**src/rtl/imm_gen_pipe.sv**
```systemverilog
// imm_gen_pipe: registered immediate generator for the ID stage.
// Decodes the immediate of a 32-bit RISC-V instruction, extends it to XLEN
// and queues it with a sideband tag in a DEPTH-entry FIFO. Both sides use a
// valid/ready handshake. FLUSH drops every queued entry (branch mispredict).
//
// Ports:
//   CLK            clock, all state changes on the rising edge
//   RESET          synchronous, active-low reset
//   IN_VALID       upstream offers an instruction
//   IN_READY       FIFO has room (count < DEPTH), independent of OUT_READY
//   IN_INSTRUCTION raw instruction word
//   IN_SELECT      immediate format: U J I B S zimm shamt none
//   IN_TAG         sideband carried alongside the immediate
//   FLUSH          discard all queued entries, ignore this cycle's push/pop
//   OUT_VALID      head entry is valid
//   OUT_READY      downstream consumes the head
//   OUT_IMMEDIATE  decoded immediate of the head entry
//   OUT_TAG        tag of the head entry
//   OUT_COUNT      number of occupied entries
module imm_gen_pipe #(
    parameter int XLEN      = 32,
    parameter int DEPTH     = 2,
    parameter int TAG_WIDTH = 5
) (
    input  logic                   CLK,
    input  logic                   RESET,
    input  logic                   IN_VALID,
    output logic                   IN_READY,
    input  logic [31:0]            IN_INSTRUCTION,
    input  logic [2:0]             IN_SELECT,
    input  logic [TAG_WIDTH-1:0]   IN_TAG,
    input  logic                   FLUSH,
    output logic                   OUT_VALID,
    input  logic                   OUT_READY,
    output logic [XLEN-1:0]        OUT_IMMEDIATE,
    output logic [TAG_WIDTH-1:0]   OUT_TAG,
    output logic [$clog2(DEPTH):0] OUT_COUNT
);

    localparam int PW = (DEPTH > 1) ? $clog2(DEPTH) : 1;
    localparam int CW = $clog2(DEPTH) + 1;

    logic [31:0]           inst;
    logic [31:0]           imm32;
    logic [XLEN-1:0]       imm_ext;

    logic [XLEN-1:0]       mem_imm [DEPTH];
    logic [TAG_WIDTH-1:0]  mem_tag [DEPTH];
    logic [PW-1:0]         wr_ptr;
    logic [PW-1:0]         rd_ptr;
    logic [CW-1:0]         count;
    logic                  push;
    logic                  pop;

    assign inst = IN_INSTRUCTION;

    // Every format is first built as a 32-bit value whose bit 31 is the
    // extension bit; zero-extended formats leave bit 31 clear, so one
    // sign-extension to XLEN serves all of them. An unknown select falls
    // through to the default and yields 0 instead of X.
    always_comb begin
        imm32 = '0;
        case (IN_SELECT)
            3'b000:  imm32 = {inst[31:12], 12'b0};
            3'b001:  imm32 = {{11{inst[31]}}, inst[31], inst[19:12], inst[20],
                              inst[30:21], 1'b0};
            3'b010:  imm32 = {{20{inst[31]}}, inst[31:20]};
            3'b011:  imm32 = {{19{inst[31]}}, inst[31], inst[7], inst[30:25],
                              inst[11:8], 1'b0};
            3'b100:  imm32 = {{20{inst[31]}}, inst[31:25], inst[11:7]};
            3'b101:  imm32 = {27'b0, inst[19:15]};
            3'b110: begin
                if (XLEN == 64) imm32 = {26'b0, inst[25:20]};
                else            imm32 = {27'b0, inst[24:20]};
            end
            default: imm32 = '0;
        endcase
    end

    always_comb begin
        imm_ext       = {XLEN{imm32[31]}};
        imm_ext[31:0] = imm32;
    end

    function automatic logic [PW-1:0] ptr_inc(input logic [PW-1:0] p);
        return (p == PW'(DEPTH - 1)) ? '0 : p + PW'(1);
    endfunction

    // Ready looks only at occupancy: a full FIFO refuses input even if the
    // head is being popped in the same cycle.
    assign IN_READY      = (count < CW'(DEPTH));
    assign OUT_VALID     = (count != '0);
    assign OUT_COUNT     = count;
    assign OUT_IMMEDIATE = mem_imm[rd_ptr];
    assign OUT_TAG       = mem_tag[rd_ptr];

    assign push = IN_VALID & IN_READY;
    assign pop  = OUT_VALID & OUT_READY;

    always_ff @(posedge CLK) begin
        if (!RESET) begin
            wr_ptr <= '0;
            rd_ptr <= '0;
            count  <= '0;
            for (int i = 0; i < DEPTH; i++) begin
                mem_imm[i] <= '0;
                mem_tag[i] <= '0;
            end
        end else if (FLUSH) begin
            // Storage keeps stale data; only the bookkeeping is cleared.
            wr_ptr <= '0;
            rd_ptr <= '0;
            count  <= '0;
        end else begin
            if (push) begin
                mem_imm[wr_ptr] <= imm_ext;
                mem_tag[wr_ptr] <= IN_TAG;
                wr_ptr          <= ptr_inc(wr_ptr);
            end
            if (pop) begin
                rd_ptr <= ptr_inc(rd_ptr);
            end
            case ({push, pop})
                2'b10:   count <= count + CW'(1);
                2'b01:   count <= count - CW'(1);
                default: count <= count;
            endcase
        end
    end

endmodule

```
**config.mk**
```make
export PLATFORM = sky130hd
export DESIGN_NAME = imm_gen_pipe
export DESIGN_NICKNAME = d
export VERILOG_FILES = /design/src/rtl/imm_gen_pipe.sv
export SDC_FILE = /design/constraint.sdc
export NUM_CORES = 1
export LEC_CHECK = 0
export BUFFER_PORTS_ARGS = -buffer_cell sky130_fd_sc_hd__clkbuf_2
export CORE_MARGIN = 2
export CORE_UTILIZATION = 58
export DETAILED_ROUTE_END_ITERATION = 6
export PLACE_DENSITY = 0.81
export SLEW_MARGIN = 20
export SYNTH_ARGS = -nofsm -noshare
export SYNTH_HDL_FRONTEND = slang
export SYNTH_SLANG_ARGS = --single-unit
export TNS_END_PERCENT = 10
```
**constraint.sdc**
```tcl
create_clock -name CLK -period 4.6 [get_ports CLK]
set_clock_uncertainty 0.05 [all_clocks]
set_input_delay 0 -clock CLK [delete_from_list [all_inputs] [get_ports CLK]]
set_output_delay 0 -clock CLK [all_outputs]
set_load 0.03 [all_outputs]
```
Word level (Yosys, flattened, before mapping). Memory sizes are Yosys's and may differ from the RTL's. A register that Yosys moved wholly into a read port is not among the register bits. Cells that the tools add are included.

Output and inout port bits: 41. Word-level logic and storage cells: 46. Input port bits: 45. Memories: 2. RAM bits: 74. Register bits: 4.

Add/sub/neg operators: 4. Bitwise gates (word level): 3. Muxes and demuxes: 19. Equality and inequality tests: 8. $lt $le $gt $ge: 1. Reduce and logical (&&, ||, !) cells: 6.

Memories: mem_imm (words 2, bits a word 32, rd ports 1, clocked after memory_dff 1, write ports 2, line 47) `logic [XLEN-1:0] mem_imm [DEPTH];`; mem_tag (words 2, bits a word 5, rd ports 1, clocked after memory_dff 1, write ports 2, line 48) `logic [TAG_WIDTH-1:0] mem_tag [DEPTH];`.

Operators by type and width (number): one-hot mux 32 bit (7 select lines) (1); 2-to-1 mux 32 bit (1); OR reduction 32 bit (1); 2-to-1 mux 1 bit (15); equality test 3 bit, second input constant (3); equality test 3 x 2 -> 1 bit, second input constant (2); 2-to-1 mux 5 bit (1); OR reduction 5 bit (1); one-hot mux 2 bit (2 select lines) (1); nonzero test 2 bit (2); equality test 3 x 1 -> 1 bit, second input constant (1); zero test 3 bit (1); adder 1 bit, second input constant (2); adder 2 x 1 -> 2 bit, second input constant (1); bitwise AND 1 bit (2); equality test 2 x 1 -> 1 bit, second input constant (1); equality test 2 bit, second input constant (1); < comparator 2 bit, second input constant (1); OR reduction 2 bit (1); subtractor 2 x 1 -> 2 bit, second input constant (1); inverter 1 bit (1).

Longest topological paths before layout.
Depth after elaboration: 8. Mapped depth: 5. Gate-level depth less buffers: 5.

Worst setup path after synthesis. OpenSTA, ideal clock, no wires.

Path type: register to register. From: reg count[1], in the netlist OUT_COUNT[1]. To: mem mem_imm[0][0] (enable). Arrival: 1.965 ns. Setup time: 0.395 ns. Required time: 4.155 ns. Cell stages (with the launch flop): 6. Buffers on the path: 2. Path slack: 2.190 ns. Period minus slack after synthesis: 2.410 ns. Path through: dfxtp_1 > and4bb_4 > nand2b_4 > buf_6 > buf_6 > nand2_1.

RTL lines: from (decl) (line 51) `logic [CW-1:0] count;`; from (signal assigned) (line 124) `2'b10: count <= count + CW'(1);`; from (signal assigned) (line 125) `2'b01: count <= count - CW'(1);`; from (signal assigned) (line 126) `default: count <= count;`; to (decl) (line 47).

==> results.sh <==
export IMPL_area_delta_synth_final_pct=18.5
export IMPL_r2r_start="OUT_COUNT[1]$_SDFFE_PP0P_"
export IMPL_crit_required_ps=4570
export IMPL_min_to="mem_imm[0][21]$_SDFFCE_PN0P_"
export IMPL_post_route_period_util=0.548
export IMPL_die_h_um=85.8
export IMPL_cts_resized=0
export IMPL_routed_wl_um=7690
export IMPL_clk_pin_slew_ps=90
export IMPL_via_per_inst=5.72
export IMPL_crit_chain="and4bb_4, nand2_4, nand2_1, buf_4"
export IMPL_gp_congestion=0.821
export IMPL_synth_top_area_share=0.572
export IMPL_ios=86
export IMPL_cpPeakStageDelay_ps=690
export IMPL_finalNetCount=415
export IMPL_ys_seq_elements=79
export IMPL_yosys_warnings=0
export IMPL_synth_area_leaders="edfxtp_1 (57%), mux2_2 (12%), and2_1 (4.0%)"
export IMPL_drtIter0Drc=181
export IMPL_clk_latency_ps=340
export IMPL_cts_sinks=79
export IMPL_yosysSeqAreaShare=0.598
export IMPL_vias=2579
export IMPL_cp_max_fo=27
export IMPL_placed_cells=424
export IMPL_remaining_drc_errors=5
export IMPL_ir_worst_vdd_uv=206
export IMPL_instances_no_fill=451
export IMPL_fin_crit_ps=2520
export IMPL_timing_critical_path_buf_inv=1
export IMPL_min_path_cells=3
export IMPL_leakage_nw=1.84
export IMPL_grt_pass1_wl_um=12300
export IMPL_post_cts_buffers=0
export IMPL_drive_gt1_frac=0.393
export IMPL_min_from="IN_INSTRUCTION[21]"
export IMPL_grt_max_degree=38
export IMPL_start_kind="register"
export IMPL_layout_common_cells="clkbuf_2 (78), edfxtp_1 (74), mux2_2 (43)"
export IMPL_hold_path_class="input pin to register"
export IMPL_postCtsHoldBufs=11
export IMPL_start_util=0.605
export IMPL_outcome="finished, violations left"
export IMPL_setup_worst_path_class="register to register"
export IMPL_r2r_setup_slack_ps=2080
export IMPL_ant_nets=0
export IMPL_antenna_found_initial=0
export IMPL_ys_async_sr_fraction=0
export IMPL_portBuffers=78
export IMPL_max_freq_ghz=0.396
export IMPL_crit_family="simple AND/OR/NAND/NOR gates"
export IMPL_slew_limit_headroom=0.369
export IMPL_design_die_area_sq_um=7360
export IMPL_dpl_hpwl_um=4930
export IMPL_setup_tns_ps=0
export IMPL_synth_fp_nets=334
export IMPL_clockBufferDepth=2
export IMPL_pwr_density_cell_nw_per_um2=359
export IMPL_yosys_area_top_type="edfxtp_1"
export IMPL_rows=29
export IMPL_mostFrequentLayoutCell="clkbuf_2"
export IMPL_clock_root_buffer="clkbuf_8"
export IMPL_worstMarginPinSlew_ps=947
export IMPL_avgRoutedWirePerCell_um=17.0
export IMPL_maxCapViolations=0
export IMPL_violations="DRC"
export IMPL_synth_area_sq_um=3880
export IMPL_finalMaxSlewViolations=0
export IMPL_die_x_um=85.8
export IMPL_h_tree_depth=3
export IMPL_core_area_sq_um=6420
export IMPL_synth_cells=288
export IMPL_r2r_end="mem_imm[1][21]$_SDFFCE_PN0P_"
export IMPL_rsz0062_at_grt="no"
export IMPL_hold_viol=0
export IMPL_drt_pass1_iterations=7
export IMPL_cts_tree="done"
export IMPL_synth_edf_count=74
export IMPL_grt_pass1_vias=2513
export IMPL_ys_types=38
export IMPL_grtUsageTotal=0.220
export IMPL_reg2regPathDepth=4
export IMPL_grt_ovfl_total=0
export IMPL_end_kind="register"
export IMPL_numCtsBuffers=9
export IMPL_ys_flop_type="edfxtp_1"
export IMPL_n_antenna_cell=0
export IMPL_crit_path_top_delay_cell="nand2_1"
export IMPL_syn_area_per_cell_sq_um=13.5
export IMPL_setup_viol=0
export IMPL_cp_data_arrival_time_ps=2490
==> metrics by stage <==
| stage | cell area (sq um) | hold WS (ps) | total power, mW | worst slack, ps | utilization |
|---|---|---|---|---|---|
| 2_1_floorplan | 3880 | 148 | 0.995 | 2190 | - |
| 3_3_place_gp | 4250 | 249 | 1.05 | 2130 | 0.662 |
| 3_5_place_dp | 4250 | 247 | 1.06 | 2070 | 0.662 |
| 4_1_cts | 4600 | 8.57 | 1.66 | 2030 | 0.716 |
| 5_1_grt | 4600 | 17.7 | 1.71 | 1910 | 0.716 |
| 6_report | 4600 | 20.9 | 1.65 | 2080 | 0.716 |
==> cell usage after synthesis (2+ instances only) <==
cell type / count
edfxtp_1: 74
xor2_1: 3
a211oi_1: 8
mux2i_1: 8
xnor2_1: 2
and3_1: 5
buf_6: 4
nor2_1: 10
buf_2: 10
nor2b_1: 10
clkbuf_1: 4
a22oi_1: 4
buf_4: 3
inv_1: 2
a21oi_1: 23
o21ai_0: 9
nand2_1: 14
nand2b_1: 2
dfxtp_1: 5
and2_1: 25
mux2_2: 43
a32oi_1: 2
a221oi_1: 3
==> cells by family after synthesis <==
| family | synth area share |
|---|---|
| AOI/OAI and AO/OA | 0.0838 |
| xor gates and xnor gates | 0.0113 |
| adders and majority gates | 0.00322 |
| buffers and inverters | 0.0361 |
| DFF | 0.598 |
| muxes | 0.145 |
| and+or+nand+nor | 0.122 |
==> area by class of cell <==
cell class | count | area (sq um)
repair buffers | 91 | 515
flip-flops and latches | 79 | 2320
fillers | 474 | 1820
clock buffers | 10 | 128
clock inverters | 6 | 109
well taps | 77 | 96.3
multi-input cells | 186 | 1420
inverters | 2 | 7.51
==> worst min-delay path: stages <==
cell,delay (ps)
clkbuf_2,100
nand2_1,80
a21oi_1,70
==> worst max-delay path by stage <==
stage	cells after the start	slack (ps)	start	to
after detailed placement	4	2070	OUT_COUNT[1]$_SDFFE_PP0P_	mem_imm[1][24]$_SDFFCE_PN0P_
after global placement	4	2130	OUT_COUNT[1]$_SDFFE_PP0P_	mem_imm[1][23]$_SDFFCE_PN0P_
after floorplan	5	2190	OUT_COUNT[1]$_SDFFE_PP0P_	mem_imm[0][0]$_SDFFCE_PN0P_
final	4	2080	OUT_COUNT[1]$_SDFFE_PP0P_	mem_imm[1][21]$_SDFFCE_PN0P_
after global routing	4	1910	OUT_COUNT[1]$_SDFFE_PP0P_	mem_imm[1][27]$_SDFFCE_PN0P_
after CTS	4	2030	OUT_COUNT[1]$_SDFFE_PP0P_	mem_imm[1][21]$_SDFFCE_PN0P_
==> metal layers <==
layer / global-route usage / share of wire / up-vias / wire length, um
met5: 0 / 0 / - / 0
met4: 0.0722 / 0.010 / 0 / 78
met3: 0.0337 / 0.044 / 8 / 339
met2: 0.371 / 0.51 / 75 / 3900
met1: 0.295 / 0.44 / 1259 / 3370
li1: - / - / 1237 / -
==> report_power, final <==
group          internal [mW]  total (mW)  switching, mW
sequential             0.820       0.834         0.0137
clock                  0.359       0.605          0.246
combinational         0.0786       0.213          0.134
==> flip-flops by register name (all words and copies together) (netlist names), named ones only <==
| signal | cells |
|---|---|
| mem_imm | 64 |
| mem_tag | 10 |
| OUT_COUNT | 2 |
| rd_ptr | 1 |
| wr_ptr | 1 |
Note: power is estimated with default switching activity, not from simulation.
